## config.mk

```make
export PLATFORM = sky130hd
export DESIGN_NAME = beta_issue_ctrl
export DESIGN_NICKNAME = d
export VERILOG_FILES = /design/src/rtl/my_pkg.sv /design/src/rtl/beta_scoreboard.sv /design/src/rtl/beta_issue_ctrl.sv
export SDC_FILE = /design/constraint.sdc
export NUM_CORES = 1
export LEC_CHECK = 0
export CORE_UTILIZATION = 55
export CTS_CLUSTER_DIAMETER = 100
export DETAILED_ROUTE_END_ITERATION = 12
export PLACE_DENSITY_LB_ADDON = 0.2
export SLEW_MARGIN = 20
export SYNTH_ARGS = -nofsm -noshare
export SYNTH_HDL_FRONTEND = slang
export SYNTH_SLANG_ARGS = --single-unit
```

## constraint.sdc

```tcl
create_clock -name CLK -period 8 [get_ports CLK]
set_clock_uncertainty 0.1 [all_clocks]
set_input_delay 0.8 -clock CLK [delete_from_list [all_inputs] [get_ports CLK]]
set_output_delay 0.8 -clock CLK [all_outputs]
set_load 0.02 [all_outputs]
```

## src/rtl/my_pkg.sv

```systemverilog
// my_pkg: instruction classes, holding-register states and the field-map decode shared by the issue controller.
package my_pkg;
  typedef enum logic [1:0] {CLS_NOP, CLS_LDBR, CLS_REG, CLS_LIT} cls_t;
  typedef enum logic {S_EMPTY, S_HELD} state_t;
  localparam logic [5:0] OP_ST = 6'h19;
  typedef struct packed {
    logic [4:0] rd_a;
    logic       rd_a_v;
    logic [4:0] rd_b;
    logic       rd_b_v;
    logic [4:0] wr;
    logic       wr_v;
  } dec_t;
  // R31 is filtered here so nothing downstream ever treats it as a hazard or tracks it
  function automatic dec_t decode(input logic [31:11] instr);
    cls_t cls;
    logic st;
    dec_t d;
    cls = cls_t'(instr[31:30]);
    st = instr[31:26] == OP_ST;
    d.rd_a = instr[25:21];
    d.rd_b = instr[20:16];
    d.wr = cls == CLS_REG ? instr[15:11] : cls == CLS_LIT ? instr[20:16] : instr[25:21];
    d.rd_a_v = (st || cls == CLS_REG || cls == CLS_LIT) && d.rd_a != 5'd31;
    d.rd_b_v = (cls == CLS_LDBR || cls == CLS_REG) && d.rd_b != 5'd31;
    d.wr_v = ((cls == CLS_LDBR && !st) || cls == CLS_REG || cls == CLS_LIT) && d.wr != 5'd31;
    return d;
  endfunction
endpackage

```

## src/rtl/beta_scoreboard.sv

```systemverilog
// beta_scoreboard: pending-write vector and outstanding-write counter with set on issue and clear on writeback.
module beta_scoreboard (
  input  logic        clk,
  input  logic        rst,
  input  logic        set_en,
  input  logic [4:0]  set_reg,
  input  logic        clr_en,
  input  logic [4:0]  clr_reg,
  output logic [31:0] pending,
  output logic [3:0]  inflight
);
  logic clr_hit;
  // a set register is never already pending, so set and clear never collide
  assign clr_hit = clr_en && clr_reg != 5'd31 && pending[clr_reg];
  always_ff @(posedge clk or posedge rst)
    if (rst) begin
      pending <= '0;
      inflight <= '0;
    end else begin
      pending <= (pending | (32'(set_en) << set_reg)) & ~(32'(clr_hit) << clr_reg);
      inflight <= inflight + 4'(set_en) - 4'(clr_hit);
    end
endmodule

```

## src/rtl/beta_issue_ctrl.sv

```systemverilog
// beta_issue_ctrl: one-deep issue buffer that releases an instruction to the Beta core once it is free of RAW/WAW hazards.
module beta_issue_ctrl
  import my_pkg::*;
#(
  parameter int MAX_INFLIGHT = 4,
  parameter int STALL_W = 16
) (
  input  logic               CLK,
  input  logic               RST,
  input  logic               IN_VALID,
  input  logic [31:0]        IN_INSTR,
  output logic               IN_READY,
  output logic               ISSUE_VALID,
  output logic [31:0]        ISSUE_INSTR,
  input  logic               ISSUE_READY,
  input  logic               WB_VALID,
  input  logic [4:0]         WB_REG,
  input  logic               FLUSH,
  output logic [31:0]        PENDING,
  output logic [3:0]         INFLIGHT,
  output logic [STALL_W-1:0] STALL_CYCLES
);
  localparam logic [3:0] MAX_I = 4'(MAX_INFLIGHT);
  state_t state;
  dec_t d;
  logic hazard, fire;
  assign d = decode(ISSUE_INSTR[31:11]);
  // registered PENDING only: a writeback unblocks a consumer one cycle later
  assign hazard = (d.rd_a_v && PENDING[d.rd_a]) || (d.rd_b_v && PENDING[d.rd_b]) ||
                  (d.wr_v && (PENDING[d.wr] || INFLIGHT == MAX_I));
  assign ISSUE_VALID = state == S_HELD && !hazard && !FLUSH;
  assign fire = ISSUE_VALID && ISSUE_READY;
  assign IN_READY = !FLUSH && (state == S_EMPTY || fire);
  beta_scoreboard u_sb (
    .clk(CLK),
    .rst(RST),
    .set_en(fire && d.wr_v),
    .set_reg(d.wr),
    .clr_en(WB_VALID),
    .clr_reg(WB_REG),
    .pending(PENDING),
    .inflight(INFLIGHT)
  );
  always_ff @(posedge CLK or posedge RST)
    if (RST) begin
      state <= S_EMPTY;
      ISSUE_INSTR <= '0;
      STALL_CYCLES <= '0;
    end else begin
      if (IN_VALID && IN_READY) begin
        state <= S_HELD;
        ISSUE_INSTR <= IN_INSTR;
      end else if (fire || FLUSH) state <= S_EMPTY;
      if (state == S_HELD && hazard && !(&STALL_CYCLES)) STALL_CYCLES <= STALL_CYCLES + STALL_W'(1);
    end
endmodule

```

==> results of run 1 <==
Yosys cell counts (3+ instances only):
cell      count  area, µm²
dfrtp_1      85       2130
mux4_2       26        586
nand2b_1      4       25.0
inv_1         9       33.8
mux2i_1      18        180
buf_6         3       33.8
o21ai_1       3       15.0
mux2_4       32        480
a211oi_1      4       30.0
nand2_1      27        101
xor2_1       14        123
buf_4         4       30.0
mux2_2       10        113
nand3b_1      7       52.6
nand4_1       4       25.0
nor2_1       16       60.1
o22ai_1       4       25.0
a31oi_1      34        213
and2_1        6       37.5
o211ai_1      4       30.0
ha_1          8        100
and3_1        7       43.8
o21a_1        3       22.5
nor2b_1       9       56.3
a311oi_1      3       26.3
nor3_1       39        195
a21oi_1      36        180
clkbuf_1     15       56.3
xnor2_1       4       35.0
buf_2        13       65.1
worst paths after layout:
check                                       from          endpoint  slack [ps]
worst max-delay path             ISSUE_INSTR[30]       ISSUE_VALID        2350
worst min register to register  u_sb.pending[31]  u_sb.pending[31]         360
max in group asynchronous                    RST   u_sb.pending[0]        6440
worst max register to register   ISSUE_INSTR[30]  u_sb.inflight[2]        2950
worst min-delay path            u_sb.pending[31]  u_sb.pending[31]         360
min in group asynchronous                    RST   ISSUE_INSTR[29]         850
through the flow:
step                instances  area [µm²]  utilization  hold slack [ps]
finish                    728        6970        0.740              365
global route              728        6970        0.740              375
CTS                       728        6970        0.740              366
detailed placement        712        6750        0.717              349
global placement          712        6750        0.717              372
floorplan                 488        5460            -              489
sequential cells by signal, summed over array words and instances (netlist names):
| register | cells |
|---|---|
| STALL_CYCLES | 16 |
| u_sb.pending | 32 |
| u_sb.inflight | 4 |
| state | 1 |
| ISSUE_INSTR | 32 |
cell families (layout without fill, tap and decap cells):
kind of cell	Yosys count	count (layout)	share of synthesized area
flops	85	85	0.390
mux	86	86	0.249
simple gates	136	136	0.139
compound gates	108	108	0.130
buf+inv	46	157	0.0415
fa+ha+maj	9	9	0.0220
xor+xnor	18	18	0.0289
final cells by class:
class / count / area, µm² / area share
clock inverter: 7 / 96.3 / 0.0138
multi-input combinational: 357 / 3110 / 0.447
clock buffer: 9 / 124 / 0.0178
timing repair buffer: 132 / 1320 / 0.189
inverter: 9 / 35.0 / 0.00503
tap: 129 / 161 / 0.0232
sequential: 85 / 2130 / 0.305
power by group through the flow:
stage	Clock [mW]	Sequential (mW)	Combinational [mW]
final	0.348	0.635	0.963
after global routing	0.370	0.651	1.02
after CTS	0.352	0.634	0.958
after detailed placement	0	0.641	0.953
after global placement	0	0.639	0.938
after floorplan	0	0.677	0.613
layer usage:
metal / GRT usage / vias up / part of all wire
met5: 0 / - / 0
met3: 0.0842 / 46 / 0.11
met1: 0.427 / 2267 / 0.41
li1: - / 2055 / -
met4: 0.101 / 0 / 0.022
met2: 0.486 / 341 / 0.47
==> results by group, run 1 <==
Outcome
  – Status: completed

Clocking
  – CTS Hold Bufs: 0
  – Maximum clock path buffer count: 2
  – Post-CTS Setup Inserts: 0
  – Clock slew at reported path FFs: about 80 ps
  – CTS sink count: 85
  – CTS root buffer: clkbuf_8
  – CTS HTree Levels: 3
  – Post-CTS Resized: 0
  – Clk_lat worst skew: 370 ps
  – CTS tree: built
  – TritonCTS buffer count: 9

Synth
  – Post-synth EDFFs: 0
  – Cells after Synth: around 490
  – Ys flop type: dfrtp_1
  – Mapped Avg Cell Area: 11.2 µm²
  – Ys async rst share: 1.00
  – Sequential area share after synthesis: 0.390
  – Syn Std Cell Area: 5460 µm²
  – Mapped Nets: between 500 and 600
  – Yosys cell types: 57
  – Synth warn: 0
  – Synthesized flop and latch total: 85

Final layout
  – Diode count: 0
  – Fin nets: 646
  – Commonest non-fill, non-tap cells in the layout: clkdlybuf4s50_1 (128), dfrtp_1 (85), nor3_1 (39)
  – Layout cells sized above 1: 0.167
  – Fillers: 650
  – Leading cell type in the layout, fill and taps excluded: clkdlybuf4s50_1
  – Syn-to-layout area delta: 27.7%

Placement
  – Port bufs: 128
  – HPWL Detailed: approximately 11 mm
  – Dpl ws: 2790 ps
  – Gpl congestion: 0.893

Floorplanning
  – Die W: 102 µm
  – Num rows: 35
  – Core area: 9420 µm²
  – Initial Util: 0.580
  – I/O Pins: 129
  – Die height: 102 µm
  – Die Area: 10300 µm²

Critical path
  – Buf/Inv on CP: 2
  – Max FO, Critical Path: 28
  – Worst path max stage delay: 840 ps
  – Critical path depth in cells: 11
  – WS Path Type: reg2out
  – Worst EP arrival: 4750 ps
  – Startpoint Class: register
  – CP delay by family, top: compound AO/OA/AOI/OAI gates
  – Reg2Reg Depth: 15
  – Crit. End Element: primary output
  – Crit path required time: 7100 ps
  – Worst-path cell chain: inv_1 -> ha_1 -> nand2b_1 -> o21a_1 -> mux2_4 -> a2111oi_4 -> o21ai_2 -> nor4_4 -> nor2_1 -> nor4b_1 -> clkdlybuf4s50_1
  – Critical Path Slowest Stage Cell: o21a_1

STA
  – Worst-Margin Slew: 1030 ps
  – Tcrit/Tclk final: 0.706
  – Setup violations, final: 0
  – Setup TNS Final: 0 ps
  – Setup WS post-layout: 2350 ps
  – Final hold vios: 0
  – Max-slew violation count: 0
  – Fin crit period: roughly 5700 ps
  – Fmax: 177 MHz
  – RSZ-0062 raised after global routing: false
  – Slew headroom: 0.315

Route
  – Drt drc: 0
  – DRT Pass-1 Iters: 5
  – Final ANT Viol Nets: 0
  – Vias per cell: about 6.5
  – WL/cell: 21.0 µm
  – DR iter-0 viols: 354
  – DR vias: 4709
  – Final wirelength: 15.3 mm

Power
  – Peak supply drop: 0.211 mV
  – Sw frac: 0.427
  – Sw power: 0.832 mW
  – Internal: 1.11 mW
  – P_leak: 2.87 nW
  – PwrDens: between 200 and 300 nW/µm²
  – Register share of total power: 0.326
  – Tot Pwr: 1.95 mW
  – Clock power frac: 0.179
  – Comb pwr share: 0.495

Global routing
  – Initial antenna violation count: 0
  – Largest net degree at the start of global routing: 86
  – Global route total overflow: 0
  – Vias in the first global route: 4634
  – First-pass GRT wire length: 24.4 mm
  – GRT Util Overall: 0.313

Flow run
  – Max_cap viols: 0

Hold path
  – Hold depth: 0
  – Hold WC Path Type: reg2reg
Note: power is estimated with default switching activity, not from simulation.
==> run 2: changes to the inputs <==
--- a/config.mk
+++ b/config.mk
@@ -5,7 +5,7 @@
 export SDC_FILE = /design/constraint.sdc
 export NUM_CORES = 1
 export LEC_CHECK = 0
-export CORE_UTILIZATION = 55
+export CORE_UTILIZATION = 46
 export CTS_CLUSTER_DIAMETER = 100
 export DETAILED_ROUTE_END_ITERATION = 12
 export PLACE_DENSITY_LB_ADDON = 0.2
==> constraint.sdc (replaced) <==
create_clock -name CLK -period 4.8 [get_ports CLK]
set_clock_uncertainty 0.1 [all_clocks]
set_input_delay 0.48 -clock CLK [delete_from_list [all_inputs] [get_ports CLK]]
set_output_delay 0.48 -clock CLK [all_outputs]
set_load 0.02 [all_outputs]
==> run 2 against run 1 <==
Against the previous run: the run now ends with DRC left; largest cell class unchanged; critical path type unchanged; die area grew 19%; utilization shrank 12 points; largest power group unchanged; wire length grew 6.0%; final cell count grew 3.0%.
==> results by group, run 2 (synthesis results as in run 1) <==
Outcome
  – Status: complete, but fails checks
  – Failing checks: DRC

Critical path
  – Crit path required time: 4220 ps
  – Worst-path cell chain: inv_1 -> ha_1 -> nand2b_1 -> o21a_1 -> buf_4 -> mux2_2 -> o22ai_1 -> nor4_2 -> nor4_4 -> o21bai_1 -> a21oi_1 -> clkdlybuf4s50_1
  – Crit. End Element: primary output
  – Worst path max stage delay: 630 ps
  – WS Path Type: reg2out
  – Critical Path Slowest Stage Cell: clkdlybuf4s50_1
  – CP delay by family, top: buffers and inverters
  – Buf/Inv on CP: 3
  – Worst EP arrival: 3890 ps
  – R2R setup slack: 790 ps
  – Startpoint Class: register
  – Max FO, Critical Path: 16

STA
  – Fin crit period: about 4500 ps
  – Setup violations, final: 0
  – Worst-Margin Slew: approximately 1000 ps
  – Setup WS post-layout: roughly 330 ps
  – RSZ-0062 raised after global routing: false
  – Tcrit/Tclk final: 0.932
  – Slew headroom: 0.325
  – Final hold vios: 0
  – Fmax: about 220 MHz
  – Setup TNS Final: 0 ps
  – Max-slew violation count: 0
  – Fin Hold WS: 394 ps

Floorplanning
  – Die height: 111 µm
  – Initial Util: 0.474
  – Num rows: 39
  – I/O Pins: 129
  – Die Area: 12300 µm²
  – Core area: 11500 µm²
  – Die W: ~110 µm

Clocking
  – TritonCTS buffer count: 9
  – Clock slew at reported path FFs: 60 ps
  – Maximum clock path buffer count: 2
  – Clk_lat worst skew: 350 ps
  – Post-CTS Setup Inserts: 0
  – CTS HTree Levels: 3
  – CTS sink count: 85
  – CTS Hold Bufs: 0
  – Post-CTS Resized: 0
  – CTS tree: built
  – CTS root buffer: clkbuf_16

Final layout
  – Commonest non-fill, non-tap cells in the layout: clkdlybuf4s50_1 (127), dfrtp_1 (85), nor3_1 (39)
  – Total area of sequential cells: approximately 2100 µm²
  – Layout cells sized above 1: 0.180
  – Fillers: a little over 900
  – Final Util: 0.621
  – Largest registers: ISSUE_INSTR (32), u_sb.pending (32), STALL_CYCLES (16)
  – Non-filler cells, final: 750
  – Leading cell type in the layout, fill and taps excluded: clkdlybuf4s50_1
  – Area of the multi-input gates: 3120 µm²
  – Diode count: 0
  – Final instance area: between 7000 and 8000 µm²
  – Syn-to-layout area delta: 31.1%
  – Fin nets: between 600 and 700

Route
  – DR vias: 4687
  – DR iter-0 viols: 310
  – Final ANT Viol Nets: 0
  – DRT Pass-1 Iters: 8
  – Drt drc: 20
  – Vias per cell: about 6.2
  – Final wirelength: 16.2 mm
  – WL/cell: 21.6 µm

Hold path
  – Hold WC Path Type: reg2reg

Placement
  – Port bufs: 128
  – HPWL Detailed: between 10 and 15 mm
  – Dpl ws: 459 ps
  – Gpl congestion: 0.927
  – DP Cell Count: 734
  – Placed cell area: approximately 6800 µm²

Global routing
  – GRT Util Overall: 0.272
  – Largest net degree at the start of global routing: 50
  – Vias in the first global route: between 4000 and 5000
  – Global route total overflow: 0
  – Initial antenna violation count: 0
  – First-pass GRT wire length: 25.9 mm

Power
  – Clock power frac: 0.220
  – P_leak: 2.96 nW
  – PwrDens: 487 nW/µm²
  – Tot Pwr: about 3.5 mW
  – Peak supply drop: 0.233 mV
  – Internal: around 2.1 mW
  – Sw frac: 0.402
  – Register share of total power: 0.287
  – Sw power: 1.40 mW
  – Comb pwr share: 0.492

Flow run
  – Max_cap viols: 0
==> run 2: layer usage <==
| metal | track usage | part of all wire | up-vias |
|---|---|---|---|
| met5 | 0 | 0 | - |
| met4 | 0.0831 | 0.014 | 0 |
| met3 | 0.0558 | 0.084 | 24 |
| met2 | 0.417 | 0.46 | 252 |
| met1 | 0.388 | 0.44 | 2332 |
| li1 | - | - | 2079 |
==> run 2: path summary, 6_finish.rpt <==
kind / start / endpoint / cells after the start
min in group asynchronous: RST / ISSUE_INSTR[5] / 2
hold / removal: u_sb.pending[31] / u_sb.pending[31] / 0
setup reg to reg: ISSUE_INSTR[30] / u_sb.inflight[2] / 15
setup / recovery: ISSUE_INSTR[30] / IN_READY / 12
max in group asynchronous: RST / ISSUE_INSTR[20] / 3
hold reg to reg: u_sb.pending[31] / u_sb.pending[31] / 0
==> run 2: cell type report <==
cell class / count / share of cell area
sequential: 85 / 0.297
tap: 143 / 0.0250
clock inverter: 5 / 0.0114
inverter: 9 / 0.00490
clock buffer: 11 / 0.0339
timing repair buffer: 140 / 0.192
multi-input combinational: 357 / 0.436
==> run 2: power groups by stage <==
stage               Sequential [mW]  Combinational [mW]  Clock, mW
floorplan                      1.13                1.02          0
global placement               1.00                1.67          0
detailed placement             1.01                1.70          0
CTS                           0.998                1.71      0.771
global route                   1.02                1.82      0.807
finish                         1.00                1.71      0.768
